## config.mk

```make
export PLATFORM = sky130hd
export DESIGN_NAME = tx_module
export DESIGN_NICKNAME = d
export VERILOG_FILES = /design/src/rtl/tx_module.sv
export SDC_FILE = /design/constraint.sdc
export NUM_CORES = 1
export LEC_CHECK = 0
export BUFFER_PORTS_ARGS = -buffer_cell sky130_fd_sc_hd__buf_2
export CAP_MARGIN = 20
export CORE_ASPECT_RATIO = 0.75
export CORE_MARGIN = 4
export CORE_UTILIZATION = 50
export CTS_CLUSTER_SIZE = 8
export DETAILED_ROUTE_END_ITERATION = 16
export GPL_TIMING_DRIVEN = 1
export HOLD_SLACK_MARGIN = 0.1
export PLACE_DENSITY = 0.75
export SYNTH_ARGS = -nofsm -noshare
export SYNTH_HDL_FRONTEND = slang
export SYNTH_SLANG_ARGS = --single-unit
```

## constraint.sdc

```tcl
create_clock -name clk_i -period 4.6 [get_ports clk_i]
set_input_delay 0.69 -clock clk_i [delete_from_list [all_inputs] [get_ports clk_i]]
set_output_delay 0.69 -clock clk_i [all_outputs]
set_load 0.02 [all_outputs]
```

## src/rtl/tx_module.sv

```systemverilog
// UART transmit engine: serialises a word LSB-first as start, 5-8 data,
// optional even parity and 1-4 stop bits, 16 baud_en_i strobes per bit.
//
// Ports:
//   clk_i, rst_ni          clock, asynchronous active-low reset
//   baud_en_i              16x oversample strobe
//   tx_en_i                transmitter enable
//   tx_start_i             start request, taken only when tx_ready_o=1
//   tx_data_i              word to send (bits above frame length ignored)
//   tx_conf_i              {data[1:0], stop[1:0], parity_en}
//   uart_tx_o              serial line, idles high
//   tx_ready_o             idle and enabled
//   tx_busy_o              frame in progress
//   tx_done_o              one-clock pulse at frame completion
module tx_module #(
    parameter int MAX_UART_DATA_W      = 8,
    parameter int STOP_CONF_WIDTH      = 2,
    parameter int DATA_CONF_WIDTH      = 2,
    parameter int SAMPLE_COUNTER_WIDTH = 4,
    parameter int TOTAL_CONF_WIDTH     = 5
) (
    input  logic                        clk_i,
    input  logic                        rst_ni,
    input  logic                        baud_en_i,
    input  logic                        tx_en_i,
    input  logic                        tx_start_i,
    input  logic [MAX_UART_DATA_W-1:0]  tx_data_i,
    input  logic [TOTAL_CONF_WIDTH-1:0] tx_conf_i,
    output logic                        uart_tx_o,
    output logic                        tx_ready_o,
    output logic                        tx_busy_o,
    output logic                        tx_done_o
);

    typedef enum logic [2:0] {
        S_DISABLED,
        S_IDLE,
        S_START,
        S_DATA,
        S_PARITY,
        S_STOP
    } state_t;

    state_t                            r_state, w_state_nxt;
    logic [MAX_UART_DATA_W-1:0]        r_data, w_data_nxt;
    logic [2:0]                        r_last_bit, w_last_bit_nxt;
    logic [STOP_CONF_WIDTH-1:0]        r_stop_last, w_stop_last_nxt;
    logic                              r_par_en, w_par_en_nxt;
    logic                              r_parity, w_parity_nxt;
    logic [SAMPLE_COUNTER_WIDTH-1:0]   r_smp_cnt, w_smp_cnt_nxt;
    logic [2:0]                        r_bit_cnt, w_bit_cnt_nxt;
    logic [STOP_CONF_WIDTH-1:0]        r_stop_cnt, w_stop_cnt_nxt;
    logic                              r_tx, w_tx_nxt;
    logic                              r_ready, w_ready_nxt;
    logic                              r_busy, w_busy_nxt;
    logic                              r_done, w_done_nxt;

    logic [DATA_CONF_WIDTH-1:0]        w_conf_data;
    logic [STOP_CONF_WIDTH-1:0]        w_conf_stop;
    logic                              w_conf_par;
    logic [MAX_UART_DATA_W-1:0]        w_mask;
    logic [MAX_UART_DATA_W-1:0]        w_data_masked;
    logic                              w_wrap;

    assign w_conf_data = tx_conf_i[TOTAL_CONF_WIDTH-1 -: DATA_CONF_WIDTH];
    assign w_conf_stop = tx_conf_i[STOP_CONF_WIDTH:1];
    assign w_conf_par  = tx_conf_i[0];

    // Unused high data bits are zeroed so they cannot reach the parity.
    assign w_mask = {MAX_UART_DATA_W{1'b1}}
                    >> (DATA_CONF_WIDTH'(3) - w_conf_data);
    assign w_data_masked = tx_data_i & w_mask;

    // Last strobe of the current bit period.
    assign w_wrap = baud_en_i && (&r_smp_cnt);

    always_comb begin
        w_state_nxt     = r_state;
        w_data_nxt      = r_data;
        w_last_bit_nxt  = r_last_bit;
        w_stop_last_nxt = r_stop_last;
        w_par_en_nxt    = r_par_en;
        w_parity_nxt    = r_parity;
        w_smp_cnt_nxt   = r_smp_cnt;
        w_bit_cnt_nxt   = r_bit_cnt;
        w_stop_cnt_nxt  = r_stop_cnt;
        w_done_nxt      = 1'b0;

        // Counter wraps 15 -> 0 by natural overflow.
        if (r_busy && baud_en_i) begin
            w_smp_cnt_nxt = r_smp_cnt + SAMPLE_COUNTER_WIDTH'(1);
        end

        unique case (r_state)
            S_DISABLED: begin
                if (tx_en_i) begin
                    w_state_nxt = S_IDLE;
                end
            end
            S_IDLE: begin
                if (!tx_en_i) begin
                    w_state_nxt = S_DISABLED;
                end else if (tx_start_i) begin
                    w_state_nxt     = S_START;
                    w_data_nxt      = w_data_masked;
                    w_last_bit_nxt  = {1'b0, w_conf_data} + 3'd4;
                    w_stop_last_nxt = w_conf_stop;
                    w_par_en_nxt    = w_conf_par;
                    w_parity_nxt    = ^w_data_masked;
                    w_smp_cnt_nxt   = '0;
                    w_bit_cnt_nxt   = '0;
                    w_stop_cnt_nxt  = '0;
                end
            end
            S_START: begin
                if (w_wrap) begin
                    w_state_nxt = S_DATA;
                end
            end
            S_DATA: begin
                if (w_wrap) begin
                    if (r_bit_cnt == r_last_bit) begin
                        w_state_nxt = r_par_en ? S_PARITY : S_STOP;
                    end else begin
                        w_bit_cnt_nxt = r_bit_cnt + 3'd1;
                    end
                end
            end
            S_PARITY: begin
                if (w_wrap) begin
                    w_state_nxt = S_STOP;
                end
            end
            S_STOP: begin
                if (w_wrap) begin
                    if (r_stop_cnt == r_stop_last) begin
                        w_done_nxt  = 1'b1;
                        w_state_nxt = tx_en_i ? S_IDLE : S_DISABLED;
                    end else begin
                        w_stop_cnt_nxt = r_stop_cnt
                                         + STOP_CONF_WIDTH'(1);
                    end
                end
            end
            default: begin
                w_state_nxt = S_DISABLED;
            end
        endcase
    end

    // Outputs are decoded from the next state so they register
    // on the same edge as the state change.
    always_comb begin
        w_tx_nxt    = 1'b1;
        w_busy_nxt  = 1'b0;
        w_ready_nxt = (w_state_nxt == S_IDLE);
        unique case (w_state_nxt)
            S_START: begin
                w_tx_nxt   = 1'b0;
                w_busy_nxt = 1'b1;
            end
            S_DATA: begin
                w_tx_nxt   = w_data_nxt[w_bit_cnt_nxt];
                w_busy_nxt = 1'b1;
            end
            S_PARITY: begin
                w_tx_nxt   = w_parity_nxt;
                w_busy_nxt = 1'b1;
            end
            S_STOP: begin
                w_busy_nxt = 1'b1;
            end
            default: begin
                w_tx_nxt = 1'b1;
            end
        endcase
    end

    always_ff @(posedge clk_i or negedge rst_ni) begin
        if (!rst_ni) begin
            r_state     <= S_DISABLED;
            r_data      <= '0;
            r_last_bit  <= '0;
            r_stop_last <= '0;
            r_par_en    <= 1'b0;
            r_parity    <= 1'b0;
            r_smp_cnt   <= '0;
            r_bit_cnt   <= '0;
            r_stop_cnt  <= '0;
            r_tx        <= 1'b1;
            r_ready     <= 1'b0;
            r_busy      <= 1'b0;
            r_done      <= 1'b0;
        end else begin
            r_state     <= w_state_nxt;
            r_data      <= w_data_nxt;
            r_last_bit  <= w_last_bit_nxt;
            r_stop_last <= w_stop_last_nxt;
            r_par_en    <= w_par_en_nxt;
            r_parity    <= w_parity_nxt;
            r_smp_cnt   <= w_smp_cnt_nxt;
            r_bit_cnt   <= w_bit_cnt_nxt;
            r_stop_cnt  <= w_stop_cnt_nxt;
            r_tx        <= w_tx_nxt;
            r_ready     <= w_ready_nxt;
            r_busy      <= w_busy_nxt;
            r_done      <= w_done_nxt;
        end
    end

    assign uart_tx_o  = r_tx;
    assign tx_ready_o = r_ready;
    assign tx_busy_o  = r_busy;
    assign tx_done_o  = r_done;

endmodule
```

### Word-level counts from Yosys, hierarchy flattened

Index checks and enable logic that the tools add are counted.

* register bits: 31
* bits of input ports: 18

* $add $sub $neg: 5
* order comparisons: 1
* multiplexer cells: 39
* reduce and logical (&&, ||, !) cells: 9
* shift-type cells: 1
* equality and inequality tests: 16
* bitwise gates (word level): 1

Operators with widths (count)
* 3-bit 2-to-1 mux: 13
* 8-bit 2-to-1 mux: 3
* 3-bit case mux with 6 select lines: 1
* 4-bit 2-to-1 mux: 4
* 3-bit by 2-bit equality test with 1-bit output, second input constant: 4
* 3-bit equality test, second input constant: 4
* 1-bit 2-to-1 mux: 10
* 8-bit AND: 1
* 2-bit 2-to-1 mux: 4
* 2-bit inequality test, second input constant: 4
* 8-bit parity: 1
* 8-bit by 2-bit >> shifter with 8-bit output, first input constant: 1
* 3-bit by 1-bit equality test with 1-bit output, second input constant: 2
* 3-bit case mux with 2 select lines: 1
* 5-bit AND reduction: 1
* 4-bit by 1-bit adder with 4-bit output, second input constant: 1
* 3-bit by 4-bit less-than comparator with 1-bit output, second input constant: 1
* 2-bit case mux with 2 select lines: 1
* 4-bit AND reduction: 1
* 4-bit OR reduction: 1
* 2-bit by 3-bit adder with 3-bit output, second input constant: 1
* 3-bit by 1-bit adder with 3-bit output, second input constant: 1
* 1-bit binary-select mux with 3-bit select: 1
* 3-bit equality test: 1
* 8 further kinds: 9

### Logic depth before layout (Yosys ltp)

* depth after elaboration: 9
* mapped depth: 9
* gate-level depth less buffers: 8

### Worst setup path after synthesis

Ideal clock, no wire load.

* path kind: input to register
* start point: in baud_en_i
* end point: reg r_tx (netlist: uart_tx_o)
* setup slack: 2.468 ns
* arrival time: 2.054 ns
* cell stages on the path: 7
* cell sequence: and4_1 > buf_2 > o211a_1 > a21boi_1 > nor2_1 > o41a_1 > a41oi_2

* word-level cells in the longest chain between the ends: 6

RTL lines
* start: declaration: line 24 `input logic baud_en_i,`
* 1-bit logical AND (*): line 75 `assign w_wrap = baud_en_i && (&r_smp_cnt);`
* 3-bit 2-to-1 mux: line 121 `if (w_wrap) begin`
* 3-bit case mux with 2 select lines: line 94 `unique case (r_state)`
* 1-bit binary-select mux with 3-bit select: line 163 `w_tx_nxt = w_data_nxt[w_bit_cnt_nxt];`
* 1-bit 2-to-1 mux (implied by the code): line 163
* 1-bit case mux with 3 select lines (*): line 157 `unique case (w_state_nxt)`
* via w_tx_nxt: line 53 `logic r_tx, w_tx_nxt;`
* end signal: assignment: line 204 `r_tx <= w_tx_nxt;`
* end: declaration: line 53

The timed path passes the listed nets; every way through them passes the cells marked *. The select of a mux whose other input is x is not followed.
A chain may end at the register's enable or synchronous reset.

### Worst setup path in the final report

* start point: reg r_state[0]
* end point: reg r_tx (netlist: uart_tx_o)

* word-level cells in the longest chain between the ends: 5

RTL lines
* start: declaration: line 44 `state_t r_state, w_state_nxt;`
* start signal: assignment: line 195 `r_state <= w_state_nxt;`
* 3-bit by 1-bit equality test with 1-bit output: line 94
* 8-bit 2-to-1 mux: line 94
* via w_data_nxt[0]: line 45 `logic [MAX_UART_DATA_W-1:0] r_data, w_data_nxt;`
* 1-bit binary-select mux with 3-bit select: line 163
* 1-bit 2-to-1 mux (implied by the code): line 163
* 1-bit case mux with 3 select lines: line 157
* via w_tx_nxt: line 53

The timed path passes the listed nets, and every way through them passes these cells. The select of a mux whose other input is x is not followed.

==> run metrics <==
status=finished clean; Gate power share=36.0%; CTS tree=yes; Setup Buffers After CTS=0; drt wl/cell=15.6 µm; Overall Global Routing Usage=18.3%; Root Buffer=clkbuf_8; Int Power=0.681 mW; register area share after synthesis=46.5%; cts hold-fix bufs=0; Layout Area Growth over Synthesis=13.5%; Routed WL=3610 µm; Buffers on Ports=21; fillers=267; final setup fails=0; core area=3060 µm²; Antenna Nets Post-Route=0; switch share=36.9%; Max H-tree Level=2; RSZ-0062 raised after global routing=no; sw power=0.398 mW; Worst Hold Class=input pin to async pin; initial core utilization=54.5%; IO Count=22; Synth Register Bits=31; DRC errors left=0; vias post-DR=1351; Slew @ Worst Pin=0.671 ns; kind of critical path=flop to flop; Syn Inst Count=171; mapped cell area=1670 µm²; die area=4340 µm²; asr flop ratio synth=100%; clock share of power=21.7%; storage element area=777 µm²; min Tclk post-route=2.35 ns; syn_nets=191; Final Skew=0.00646 ns; Netlist cell types=46; largest net degree at the start of global routing=32; CP max FO=24; Pleak=0.895 nW; main flop type after synthesis=dfrtp_1; first drt pass iteration count=4; row count=17; antenna cells=0; worst skew pair latency=0.28 ns; share of cells above drive strength 1=21.6%; Pwr per Cell Area=569 nW/µm²; Sink Count=31; Num CTS Buffers=5; final hold vios=0; CTS Buffer Depth=2; global-route wire length before repair=5930 µm; Power, Total=1.08 mW; Max-slew headroom=55.2%; vias per inst=5.82; area of the multi-input gates=851 µm²; initial antenna violation count=0; vias in the first global route=1259; HPWL after DPL=2650 µm; gr ovfl total=0; pre-CTS WS=2.02 ns; Slew Limit Fails=0; Placer Congestion=0.810; Chip Width=74.7 µm; Syn Area/Cell=9.77 µm²; Tcrit/Tclk final=51.0%; Gates resized, CTS repair=0; max cap viols=0; Die H=58.1 µm; TNS Setup=0 ns; Worst-path clk slew=0.07 ns; Worst EP arrival=2.54 ns; Worst setup EP type=flop; initial DRC count=60; Setup WS post-layout=2.25 ns; f_max=0.426 GHz; VDD IR max=0.287 mV; Final nets=213; critical path launch point type=flop; Worst EP required=4.79 ns; Yosys Warn Count=0; Post-synth EDFFs=0; Sequential Power Share=42.4%
power groups by stage:
stage | sequential, mW | combinational (mW) | clock [mW]
2_1_floorplan | 0.447 | 0.300 | 0
3_3_place_gp | 0.456 | 0.365 | 0
3_5_place_dp | 0.460 | 0.384 | 0
4_1_cts | 0.457 | 0.387 | 0.237
5_1_grt | 0.470 | 0.434 | 0.251
6_report | 0.457 | 0.388 | 0.234
critical path: stages, from the launching register on:
cell	delay, ns
dfrtp_1	0.50
and2b_1	0.26
nand3_2	0.39
mux2_1	0.48
or3_1	0.38
o2111ai_1	0.12
a41oi_2	0.13
synth_stat cells (2+ instances only):
cell | number | share of area (%)
nand2_1 | 40 | 9.0
dfrtp_1 | 30 | 45
xnor2_1 | 8 | 4.2
nor2_1 | 7 | 1.6
o21ai_0 | 7 | 2.1
a21o_1 | 4 | 1.8
a21oi_1 | 4 | 1.2
clkbuf_1 | 4 | 0.90
nand3_1 | 4 | 1.2
nand4_1 | 4 | 1.5
nor3_1 | 4 | 1.2
inv_1 | 3 | 0.67
nor2b_1 | 3 | 1.1
o2111ai_1 | 3 | 1.6
xnor2_2 | 3 | 2.9
xor2_1 | 3 | 1.6
a21boi_1 | 2 | 0.90
a221oi_1 | 2 | 1.0
a31oi_1 | 2 | 0.75
a32o_1 | 2 | 1.2
and3_1 | 2 | 0.75
ha_1 | 2 | 1.5
mux2_2 | 2 | 1.3
nand3_2 | 2 | 1.2
o221ai_1 | 2 | 1.0
or3_1 | 2 | 0.75
routing by layer:
| layer | vias to the layer above | track usage, % | share of wire [%] | wire [µm] |
|---|---|---|---|---|
| met4 | 0 | 6.85 | 1.4 | 51 |
| met1 | 656 | 25.5 | 49 | 1770 |
| met5 | - | 0 | 0 | 0 |
| met3 | 5 | 4.16 | 5.2 | 187 |
| met2 | 33 | 27.7 | 44 | 1610 |
| li1 | 657 | - | - | - |
cell type report:
type	instances	area share, %
multi-input combinational	130	44.9
sequential	31	41.0
timing repair buffer	21	5.54
clock buffer	8	5.28
tap	38	2.51
inverter	4	0.792
cells in the final DEF, fill, tap and decap left out, types with 2 or more instances in the layout:
| master | count |
|---|---|
| nand2_1 | 40 |
| nand4_1 | 4 |
| a21boi_1 | 2 |
| o2111ai_1 | 3 |
| nand3_1 | 4 |
| xnor2_2 | 3 |
| o21ai_0 | 7 |
| nor2b_1 | 3 |
| nor3_1 | 4 |
| nor2_1 | 7 |
| nand3_2 | 2 |
| inv_1 | 3 |
| a31oi_1 | 2 |
| xor2_1 | 3 |
| dfrtp_1 | 30 |
| a32o_1 | 2 |
| and3_1 | 2 |
| clkbuf_8 | 7 |
| a21o_1 | 4 |
| o221ai_1 | 2 |
| a21oi_1 | 4 |
| ha_1 | 2 |
| or3_1 | 2 |
| a221oi_1 | 2 |
| buf_2 | 21 |
| xnor2_1 | 8 |
| mux2_2 | 2 |
registers in the layout, indices dropped and copies added, names as in the netlist:
name         flops
r_stop_cnt       2
r_smp_cnt        4
r_data           8
tx_busy_o        1
tx_done_o        1
r_bit_cnt        3
r_par_en         1
r_last_bit       3
r_parity         1
tx_ready_o       1
uart_tx_o        1
r_state          3
r_stop_last      2
worst paths after layout:
| path | from | slack (ns) | endpoint | cells past startpoint |
|---|---|---|---|---|
| max | r_state[0] | 2.25 | uart_tx_o | 6 |
| min in group clk_i | r_data[4] | 0.48 | r_data[4] | 2 |
| max reg2reg | r_state[0] | 2.25 | uart_tx_o | 6 |
| max in group asynchronous | rst_ni | 3.72 | r_bit_cnt[2] | 1 |
| min | rst_ni | 0.44 | r_stop_cnt[1] | 1 |
| min reg2reg | r_data[4] | 0.48 | r_data[4] | 2 |
kinds of logic (layout without fill, tap and decap cells):
group,after synthesis,count (layout),synth area share (%)
DFF,31,31,46.5
xor gates and xnor gates,14,14,8.69
AOI/OAI and AO/OA,36,36,16.7
and+or+nand+nor,75,75,22.0
buffers and inverters,10,33,2.55
adders and majority gates,2,2,1.50
muxes,3,3,2.02
metrics by stage:
step	utilization [%]	std cells	area, µm²	hold slack [ns]
after floorplan	-	171	1670	0.394
after global placement	58.6	224	1800	0.463
after detailed placement	58.6	224	1800	0.467
after CTS	61.9	232	1900	0.459
after global routing	61.9	232	1900	0.488
final	61.9	232	1900	0.437
Power figures use the tool's default switching activity.
